### config.mk
export PLATFORM = sky130hd
export DESIGN_NAME = wb_int_ctrl
export DESIGN_NICKNAME = d
export VERILOG_FILES = /design/src/rtl/wb_int_ctrl.sv
export SDC_FILE = /design/constraint.sdc
export NUM_CORES = 1
export LEC_CHECK = 0
export ABC_CLOCK_PERIOD_IN_PS = 2310
export BUFFER_PORTS_ARGS = -buffer_cell sky130_fd_sc_hd__buf_4
export CORE_MARGIN = 2
export CORE_UTILIZATION = 45
export CTS_CLUSTER_DIAMETER = 50
export CTS_CLUSTER_SIZE = 24
export DETAILED_ROUTE_END_ITERATION = 16
export HOLD_SLACK_MARGIN = 0.03
export PLACE_DENSITY = 0.83
export SKIP_LAST_GASP = 1
export SYNTH_ARGS = -nofsm -noshare
export SYNTH_HDL_FRONTEND = slang
export SYNTH_SLANG_ARGS = --single-unit
### constraint.sdc
create_clock -name clk -period 2.31 [get_ports clk]
set_input_delay 0.693 -clock clk [delete_from_list [all_inputs] [get_ports clk]]
set_output_delay 0.693 -clock clk [all_outputs]
set_load 0.01 [all_outputs]
### src/rtl/wb_int_ctrl.sv
// Wishbone-attached INT0/NMI interrupt controller for the Tube parasite interface.
// Holds INT0 mask/mode/priority, tracks pending and in-service state, and forwards a latched NMI.
module wb_int_ctrl (
    input  logic        clk,
    input  logic        rst,
    input  logic        wb_cyc_i,
    input  logic        wb_stb_i,
    input  logic        wb_we_i,
    input  logic [3:0]  wb_adr_i,
    input  logic [1:0]  wb_sel_i,
    input  logic [15:0] wb_dat_i,
    output logic [15:0] wb_dat_o,
    output logic        wb_ack_o,
    input  logic        irq_b_i,
    input  logic        nmi_b_i,
    input  logic        inta_i,
    input  logic        nmia_i,
    output logic        intr_o,
    output logic        nmi_o,
    output logic [15:0] vec_o
);
    localparam logic [3:0] ADR_EOI    = 4'd1;   // 0xFF22
    localparam logic [3:0] ADR_MASK   = 4'd4;   // 0xFF28
    localparam logic [3:0] ADR_INSERV = 4'd6;   // 0xFF2C
    localparam logic [3:0] ADR_REQST  = 4'd7;   // 0xFF2E
    localparam logic [3:0] ADR_I0CON  = 4'd12;  // 0xFF38
    localparam logic [4:0] EOI_INT0   = 5'd12;

    logic [2:0]  pr;
    logic        msk;
    logic        ltm;
    logic        pending;
    logic        inservice;
    logic [2:0]  irq_sync;
    logic [2:0]  nmi_sync;
    logic        irq_rise;
    logic        inta_d;
    logic        nmi_held;
    logic        req;
    logic        wr;
    logic        eoi_clear;
    logic        inta_rise;
    logic        irq_edge;
    logic        nmi_edge;
    logic [15:0] rdata;
    logic        unused_dat;

    assign unused_dat = ^wb_dat_i[14:5];

    assign req = wb_cyc_i & wb_stb_i & ~wb_ack_o;
    assign wr  = wb_ack_o & wb_cyc_i & wb_stb_i & wb_we_i;

    always_comb begin
        rdata = 16'h0000;
        case (wb_adr_i)
            ADR_MASK:   rdata = {11'b0, msk, 4'b0};
            ADR_INSERV: rdata = {11'b0, inservice, 4'b0};
            ADR_REQST:  rdata = {11'b0, pending, 4'b0};
            ADR_I0CON:  rdata = {11'b0, ltm, msk, pr};
            default:    rdata = 16'h0000;
        endcase
    end

    always_ff @(posedge clk) begin
        if (rst) begin
            wb_ack_o <= 1'b0;
            wb_dat_o <= 16'h0000;
        end else begin
            wb_ack_o <= req;
            wb_dat_o <= req ? rdata : 16'h0000;
        end
    end

    // MASK bit4 and I0CON bit3 alias the same mask flop.
    always_ff @(posedge clk) begin
        if (rst) begin
            pr  <= 3'd7;
            msk <= 1'b1;
            ltm <= 1'b0;
        end else if (wr && wb_sel_i[0]) begin
            if (wb_adr_i == ADR_MASK) begin
                msk <= wb_dat_i[4];
            end else if (wb_adr_i == ADR_I0CON) begin
                pr  <= wb_dat_i[2:0];
                msk <= wb_dat_i[3];
                ltm <= wb_dat_i[4];
            end
        end
    end

    assign eoi_clear = wr && (wb_adr_i == ADR_EOI) &&
                       ((wb_sel_i[1] && wb_dat_i[15]) ||
                        (wb_sel_i[0] && (wb_dat_i[4:0] == EOI_INT0)));

    assign irq_edge  = irq_sync[1] & ~irq_sync[2];
    assign nmi_edge  = nmi_sync[1] & ~nmi_sync[2];
    assign inta_rise = inta_i & ~inta_d;

    always_ff @(posedge clk) begin
        if (rst) begin
            irq_sync <= 3'b000;
            nmi_sync <= 3'b000;
            irq_rise <= 1'b0;
            inta_d   <= 1'b0;
        end else begin
            irq_sync <= {irq_sync[1:0], ~irq_b_i};
            nmi_sync <= {nmi_sync[1:0], ~nmi_b_i};
            irq_rise <= irq_edge;
            inta_d   <= inta_i;
        end
    end

    // A fresh edge beats an acknowledge in the same cycle, as does acknowledge over EOI.
    always_ff @(posedge clk) begin
        if (rst) begin
            pending   <= 1'b0;
            inservice <= 1'b0;
            intr_o    <= 1'b0;
        end else begin
            if (ltm)
                pending <= irq_sync[1];
            else if (irq_rise)
                pending <= 1'b1;
            else if (inta_rise)
                pending <= 1'b0;

            if (inta_rise)
                inservice <= 1'b1;
            else if (eoi_clear)
                inservice <= 1'b0;

            intr_o <= pending & ~msk & ~inservice;
        end
    end

    // An edge arriving while nmia_i is high is parked in nmi_held until the acknowledge ends.
    always_ff @(posedge clk) begin
        if (rst) begin
            nmi_o    <= 1'b0;
            nmi_held <= 1'b0;
        end else if (nmia_i) begin
            nmi_o <= 1'b0;
            if (nmi_edge)
                nmi_held <= 1'b1;
        end else if (nmi_edge || nmi_held) begin
            nmi_o    <= 1'b1;
            nmi_held <= 1'b0;
        end
    end

    always_comb begin
        vec_o = 16'h0000;
        if (nmia_i)
            vec_o = 16'h0002;
        else if (inta_i)
            vec_o = 16'h000C;
    end
endmodule

; Word level (Yosys, flattened, before mapping)
; Index checks and enable logic that the tools add are counted.
[word_totals]
reg_bits = 35
input_bits = 31
output_inout_bits = 35
elab_cells = 70
[classes]
eq_ne = 7
mux = 13
n_bitwise = 20
n_reduce_logical = 16
[ops]
columns = operator, n
row1 = $pmux 5 s4, 1
row2 = $eq 4x3->1 const B, 3
row3 = $and 1x1->1, 10
row4 = $mux 1, 10
row5 = $not 1->1, 10
row6 = $mux 4, 2
row7 = $reduce_bool 2->1, 3
row8 = $eq 5x4->1 const B, 1
row9 = $logic_and 1x1->1, 5
row10 = $eq 4x1->1 const B, 1
row11 = $eq 4x4->1 const B, 1
row12 = $reduce_and 2->1, 2
row13 = $reduce_or 2->1, 2
row14 = $reduce_and 3->1, 1
row15 = $reduce_bool 3->1, 1
row16 = $logic_or 1x1->1, 2
row17 = $ne 2x1->1 const B, 1

; Logic depth before layout (Yosys ltp)
; Gate-level depths: netlist (run 1).
[logic_depth]
word_depth = 7
mapped_depth = 4
ltp_nobuf = 3

; Worst setup path after synthesis (run 1)
; Ideal clock, no wire load.
[synth_timing]
path_kind = input-to-output
startpoint = input port inta_i
endpoint = output port vec_o[3]
arrival_ns = 1.096
required_time_ns = 1.617
setup_slack_ns = 0.521
stages = 2
n_path_buf = 1
cell_sequence = nor2b_1 > buf_4
[synth_via]
elab_chain_cells = 2
[synth_lines]
columns = item, line
row1 = start: declaration, 16  ; input logic inta_i,
row2 = $mux 4, 155  ; else if (inta_i)
row3 = $mux 4, 153  ; if (nmia_i)
row4 = end: declaration, 20  ; output logic [15:0] vec_o
; No other way between the ends.

; Worst setup path after layout (run 1)
[layout_timing]
startpoint = input port nmia_i
endpoint = output port vec_o[2]
[layout_via]
elab_chain_cells = 1
[layout_lines]
columns = item, line
row1 = start: declaration, 17  ; input logic nmia_i,
row2 = $mux 4, 153
; No other way between the ends.

==> impl_metrics.toml, run 1 <==
[outcome]
run_status = "finished, final reports clean"

[worst_setup_path]
path_max_fanout = 4
path_cells = "buf_4, nor2b_1, buf_4"
cp_top_family = "buffers and inverters"
cp_slowest_cell = "nor2b_1"
max_stage_delay_ns = 0.15
crit_required_ns = 1.62
cp-start-kind = "primary input"
arrival_ns = 1.11
endpoint_kind = "primary output"
path_buf_inv = 2
worst_path_most_repeated_cell = "buf_4"
criticalPathCategory = "in2out"

[yosys]
yosysUniqueCellTypes = 30
yosys.area_share.simple_pct = 21.4
synth_flop_cell = "dfxtp_1"
synth.avg_cell_area_um2 = 9.76
synth_async_sr_flop_share_pct = 0
yosysTopAreaCell = "dfxtp_1"
synth.top_cell.area_share_pct = 44.3
ys_top_cells_by_area = "dfxtp_1, buf_4, nor2b_1"
synth_warnings = 0
synth_top_family_by_area = "simple AND/OR/NAND/NOR gates"
synth_xor_area_share_pct = 0
synth-adder-area-share_pct = 0
synth-compound-area-share_pct = 6.35
synth_enable_flop_cells = 0
ys_seq_area_share_pct = 44.3
synth_mux_area_share_pct = 6.70
syn_inst = 111
synth-seq-cells = 24
synth.cell_area_mm2 = 0.00108

[global_routing]
grt_usage_pct = 12.4
antenna_found_initial = 0
use_met1_pct = 13.3
grt_pass1_wl_mm = 2.48
grt_overflow = 0
grt_max_degree = 21
grt_pass1_vias = 618
grt-busiest-layer = "met2"
grt_use_met2_pct = 22.1
met3_usage_pct = 3.95

[clocking]
cts_setup_buffers = 0
clk_path_buf_depth = 2
cts_hold_buf = 0
ctsHtreeMaxLevel = 1
cts_tree = "yes"
clkTransAtPathRegs_ns = 0.12
clock-root-buffer = "clkbuf_4"
cts.repair.resized = 0
clock-sinks = 24
numCtsBuffers = 3
worstSkewPairLatency_ns = 0.31

[finish]
final_cells = 168
drive_gt1_share_pct = 27.1
areaGrowthSynthToFinish_pct = 17.7
finalInstanceArea_mm2 = 0.00127
fin_nets = 172
multi_input_area_um2 = 463
num_antenna_cells = 0
fillCellCount = 206
fin_util_pct = 56.5
seq_area_um2 = 480

[sta]
hold_violations = 0
rsz0062_at_grt = "no"
period_share_pct = 78.1
setup_tns_ns = 0
fin_skew_ns = 0.00678
fin_crit_ns = 1.80
setup_viol = 0
fmax_ghz = 0.554
final_max_slew_viol_count = 0
fin_ws_ns = 0.506

[routing]
drc = 0
via_per_inst = 4.49
via_count = 754
wl_mm = 1.74
final_antenna_net_count = 0
avgRoutedWirePerCell_um = 10.4
drt_iter0_markers = 8
drtPass1Iterations = 4

[die]
start_util_pct = 48.1
coreArea_mm2 = 0.00225
pin_count = 66
die_width_um = 53.1
dieArea_mm2 = 0.00282
die_h_um = 53.1
row_count = 17

[pwr]
p_leak_nw = 0.582
power_density_mw_per_mm2 = 636
ir_worst_vdd_mv = 0.548

[placed_design]
place.gp.congestion = 0.715
dp_hpwl_mm = 1.37
dpl_worst_slack_ns = 0.506
dpl_cell_area_mm2 = 0.00122
portBuffers = 31
place_inst = 164

[flow_run]
cap_violations = 0

[min_path]
hold_path.class = "reg2reg"
power breakdown:
| part | leakage, nW | internal (mW) | total (mW) | switching, mW |
|---|---|---|---|---|
| Sequential | 0.196 | 0.423 | 0.427 | 0.00376 |
| Clock | 0.0279 | 0.175 | 0.296 | 0.120 |
| Combinational | 0.359 | 0.0416 | 0.0878 | 0.0462 |
| Total | 0.582 | 0.640 | 0.811 | 0.170 |
layout by cell type, fill, tap and decap left out, types with 2 or more instances in the layout:
master     n
buf_4     31
conb_1    24
dfxtp_1   24
nor2b_1    9
nor2_1     8
mux2i_1    5
and2_1     4
nand2_1    4
inv_1      3
nor4b_1    3
clkbuf_4   3
and3_1     2
nor3b_1    2
mux2_2     2
a211oi_1   2
synth_stat cells (2+ instances only):
library cell,n
nor4b_1,3
and3_1,2
and2_1,4
nor3b_1,2
inv_1,3
a211oi_1,2
nor2b_1,9
nor2_1,8
buf_4,26
mux2i_1,5
mux2_2,2
nand2_1,4
dfxtp_1,24
kinds of logic (layout without fill, tap and decap cells):
family	Yosys count	count (layout)
AO/OA/AOI/OAI	9	9
buffers and inverters	32	38
flip-flops	24	24
multiplexers	7	7
other	1	24
AND/OR/NAND/NOR	38	38
flip-flops by register name, summed over array words and instances (netlist names), 3 cells and up:
signal    count
nmi_sync      3
irq_sync      3
pr            3
wb_dat_o      5
cell type report:
class,count,area share [%]
flip-flops and latches,24,37.7
inverters,3,0.883
clock buffers,3,1.77
multi-input cells,78,36.3
repair buffers,31,18.3
well taps,28,2.75
clock inverters,1,2.36
routing by layer:
metal / share of wire, % / vias to the layer above
li1: - / 377
met1: 42 / 335
met2: 45 / 42
met3: 13 / 0
met4: 0 / 0
met5: 0 / -
path summary, 6_finish.rpt:
check,startpoint,to,slack (ns),cells after the start
max,nmia_i,vec_o[2],0.51,3
min,irq_sync[2],irq_rise,0.40,1
max reg2reg,wb_ack_o,pr[2],1.08,3
min reg2reg,irq_sync[2],irq_rise,0.40,1
through the flow:
stage / total power [mW] / hold WS, ns
after floorplan: 0.513 / 0.367
after global placement: 0.522 / 0.371
after detailed placement: 0.524 / 0.382
after CTS: 0.821 / 0.401
after global routing: 0.843 / 0.417
final: 0.811 / 0.401
No activity file was read; power rests on OpenSTA's default activity.
==> inputs of run 2 (changes only) <==
Settings changed: ABC_AREA set to 1, ABC_CLOCK_PERIOD_IN_PS 2310 to 1800, CORE_ASPECT_RATIO set to 2, CORE_UTILIZATION 45 to 42, PLACE_DENSITY 0.83 to 0.78.
Clock period 2.31 ns to 1.8 ns, I/O delays scaled along.
==> impl_metrics.toml, run 2 <==
[global_routing]
grt_overflow = 0
grt_usage_pct = 13.7
antenna_found_initial = 0
grt_max_degree = 15
grt_pass1_wl_mm = 2.98
grt_pass1_vias = 795

[die]
dieArea_mm2 = 0.00309
die_h_um = 76.7
pin_count = 66
row_count = 26
die_width_um = 40.4
start_util_pct = 43.7
coreArea_mm2 = 0.00254

[clocking]
ctsHtreeMaxLevel = 1
cts.repair.resized = 0
clkTransAtPathRegs_ns = 0.08
worstSkewPairLatency_ns = 0.27
cts_tree = "yes"
clock-sinks = 24
cts_hold_buf = 0
clock-root-buffer = "clkbuf_8"
cts_setup_buffers = 0
numCtsBuffers = 3
clk_path_buf_depth = 2

[yosys]
synth-seq-cells = 24
synth_flop_cell = "dfxtp_1"
yosysTopAreaCell = "dfxtp_1"
synth_async_sr_flop_share_pct = 0
synth.avg_cell_area_um2 = 7.55
yosysUniqueCellTypes = 21
ys_top_cells_by_area = "dfxtp_1, buf_4, nand2_1"
synth_warnings = 0
syn_inst = 147
synth_enable_flop_cells = 0
synth.cell_area_mm2 = 0.00111
synth_common_cells = "nand2_1, buf_4, nor2_1"
ys_seq_area_share_pct = 43.3
synth.top_cell.area_share_pct = 43.3
yosysMostFrequentCell = "nand2_1"

[min_path]
hold_path.class = "reg2reg"

[worst_setup_path]
crit_required_ns = 1.26
cp_slowest_cell = "buf_4"
endpoint_kind = "primary output"
path_cells = "buf_4, nor2_1, buf_4"
criticalPathCategory = "in2out"
worst_path_most_repeated_cell = "buf_4"
path_max_fanout = 4
cp-start-kind = "primary input"
arrival_ns = 0.93
max_stage_delay_ns = 0.14

[finish]
most-common-layout-cells = "buf_4, nand2_1, nor2_1"
num_antenna_cells = 0
fin_util_pct = 52.7
fillCellCount = 275
drive_gt1_share_pct = 23.0
fin_nets = 210
finalInstanceArea_mm2 = 0.00134
areaGrowthSynthToFinish_pct = 20.4
top_register = "wb_dat_o"
final_cells = 206
largest_reg_flops = 5
layout_commonest_cell = "buf_4"

[sta]
fin_crit_ns = 1.47
rsz0062_at_grt = "no"
hold_violations = 0
final_max_slew_viol_count = 0
fin_ws_ns = 0.328
setup_viol = 0
period_share_pct = 81.8
setup_tns_ns = 0
fmax_ghz = 0.679
whs_ns = 0.406
fin_skew_ns = 0.00448

[routing]
wl_mm = 1.87
avgRoutedWirePerCell_um = 9.08
via_per_inst = 4.33
via_count = 893
drt_iter0_markers = 12
drtPass1Iterations = 4
drc = 0
final_antenna_net_count = 0

[pwr]
p_leak_nw = 0.681
ir_worst_vdd_mv = 0.763
power_density_mw_per_mm2 = 846
power_mw = 1.13

[placed_design]
place_inst = 202
portBuffers = 31
dp_hpwl_mm = 1.49
place.gp.congestion = 0.679
dpl_worst_slack_ns = 0.327
dpl_cell_area_mm2 = 0.00126

[outcome]
run_status = "finished, final reports clean"

[flow_run]
cap_violations = 0
run 2: layout make-up:
class / instances / area [µm²] / area share [%]
inverter: 19 / 71.3 / 5.34
clock inverter: 1 / 30.0 / 2.25
sequential: 24 / 480 / 36.0
clock buffer: 3 / 41.3 / 3.09
tap: 28 / 35.0 / 2.62
multi-input combinational: 100 / 445 / 33.3
timing repair buffer: 31 / 233 / 17.4
run 2: layer usage:
layer | global-route usage, % | vias up | routed length [µm]
met3 | 2.60 | 5 | 177
met5 | 0 | - | 0
met4 | 8.00 | 0 | 51
li1 | - | 459 | -
met1 | 12.3 | 385 | 638
met2 | 24.6 | 44 | 1000
run 2: path summary, 6_finish.rpt:
kind | slack (ns) | end | start | cells past startpoint
worst max register to register | 0.70 | pr[1] | wb_ack_o | 7
worst min register to register | 0.41 | irq_sync[1] | irq_sync[0] | 2
worst max-delay path | 0.33 | vec_o[3] | nmia_i | 3
worst min-delay path | 0.41 | irq_sync[1] | irq_sync[0] | 2
run 2: where the power goes:
part           total [mW]  internal (mW)  leakage (nW)  switching [mW]
Combinational       0.120         0.0489         0.450          0.0707
Clock               0.463          0.297        0.0357           0.166
Sequential          0.548          0.543         0.196         0.00512
run 2: cell families (layout without fill, tap and decap cells):
group,Yosys count,after routing,share of synthesized area [%]
AND/OR/NAND/NOR,68,68,27.6
buffers and inverters,46,54,24.4
flip-flops,24,24,43.3
AO/OA/AOI/OAI,8,8,4.40
other,1,24,0.338
run 2: worst max-delay path: cells and delay by family:
family                 cells  cell delay, ns
and+or+nand+nor            1            0.13
buffers and inverters      2            0.26
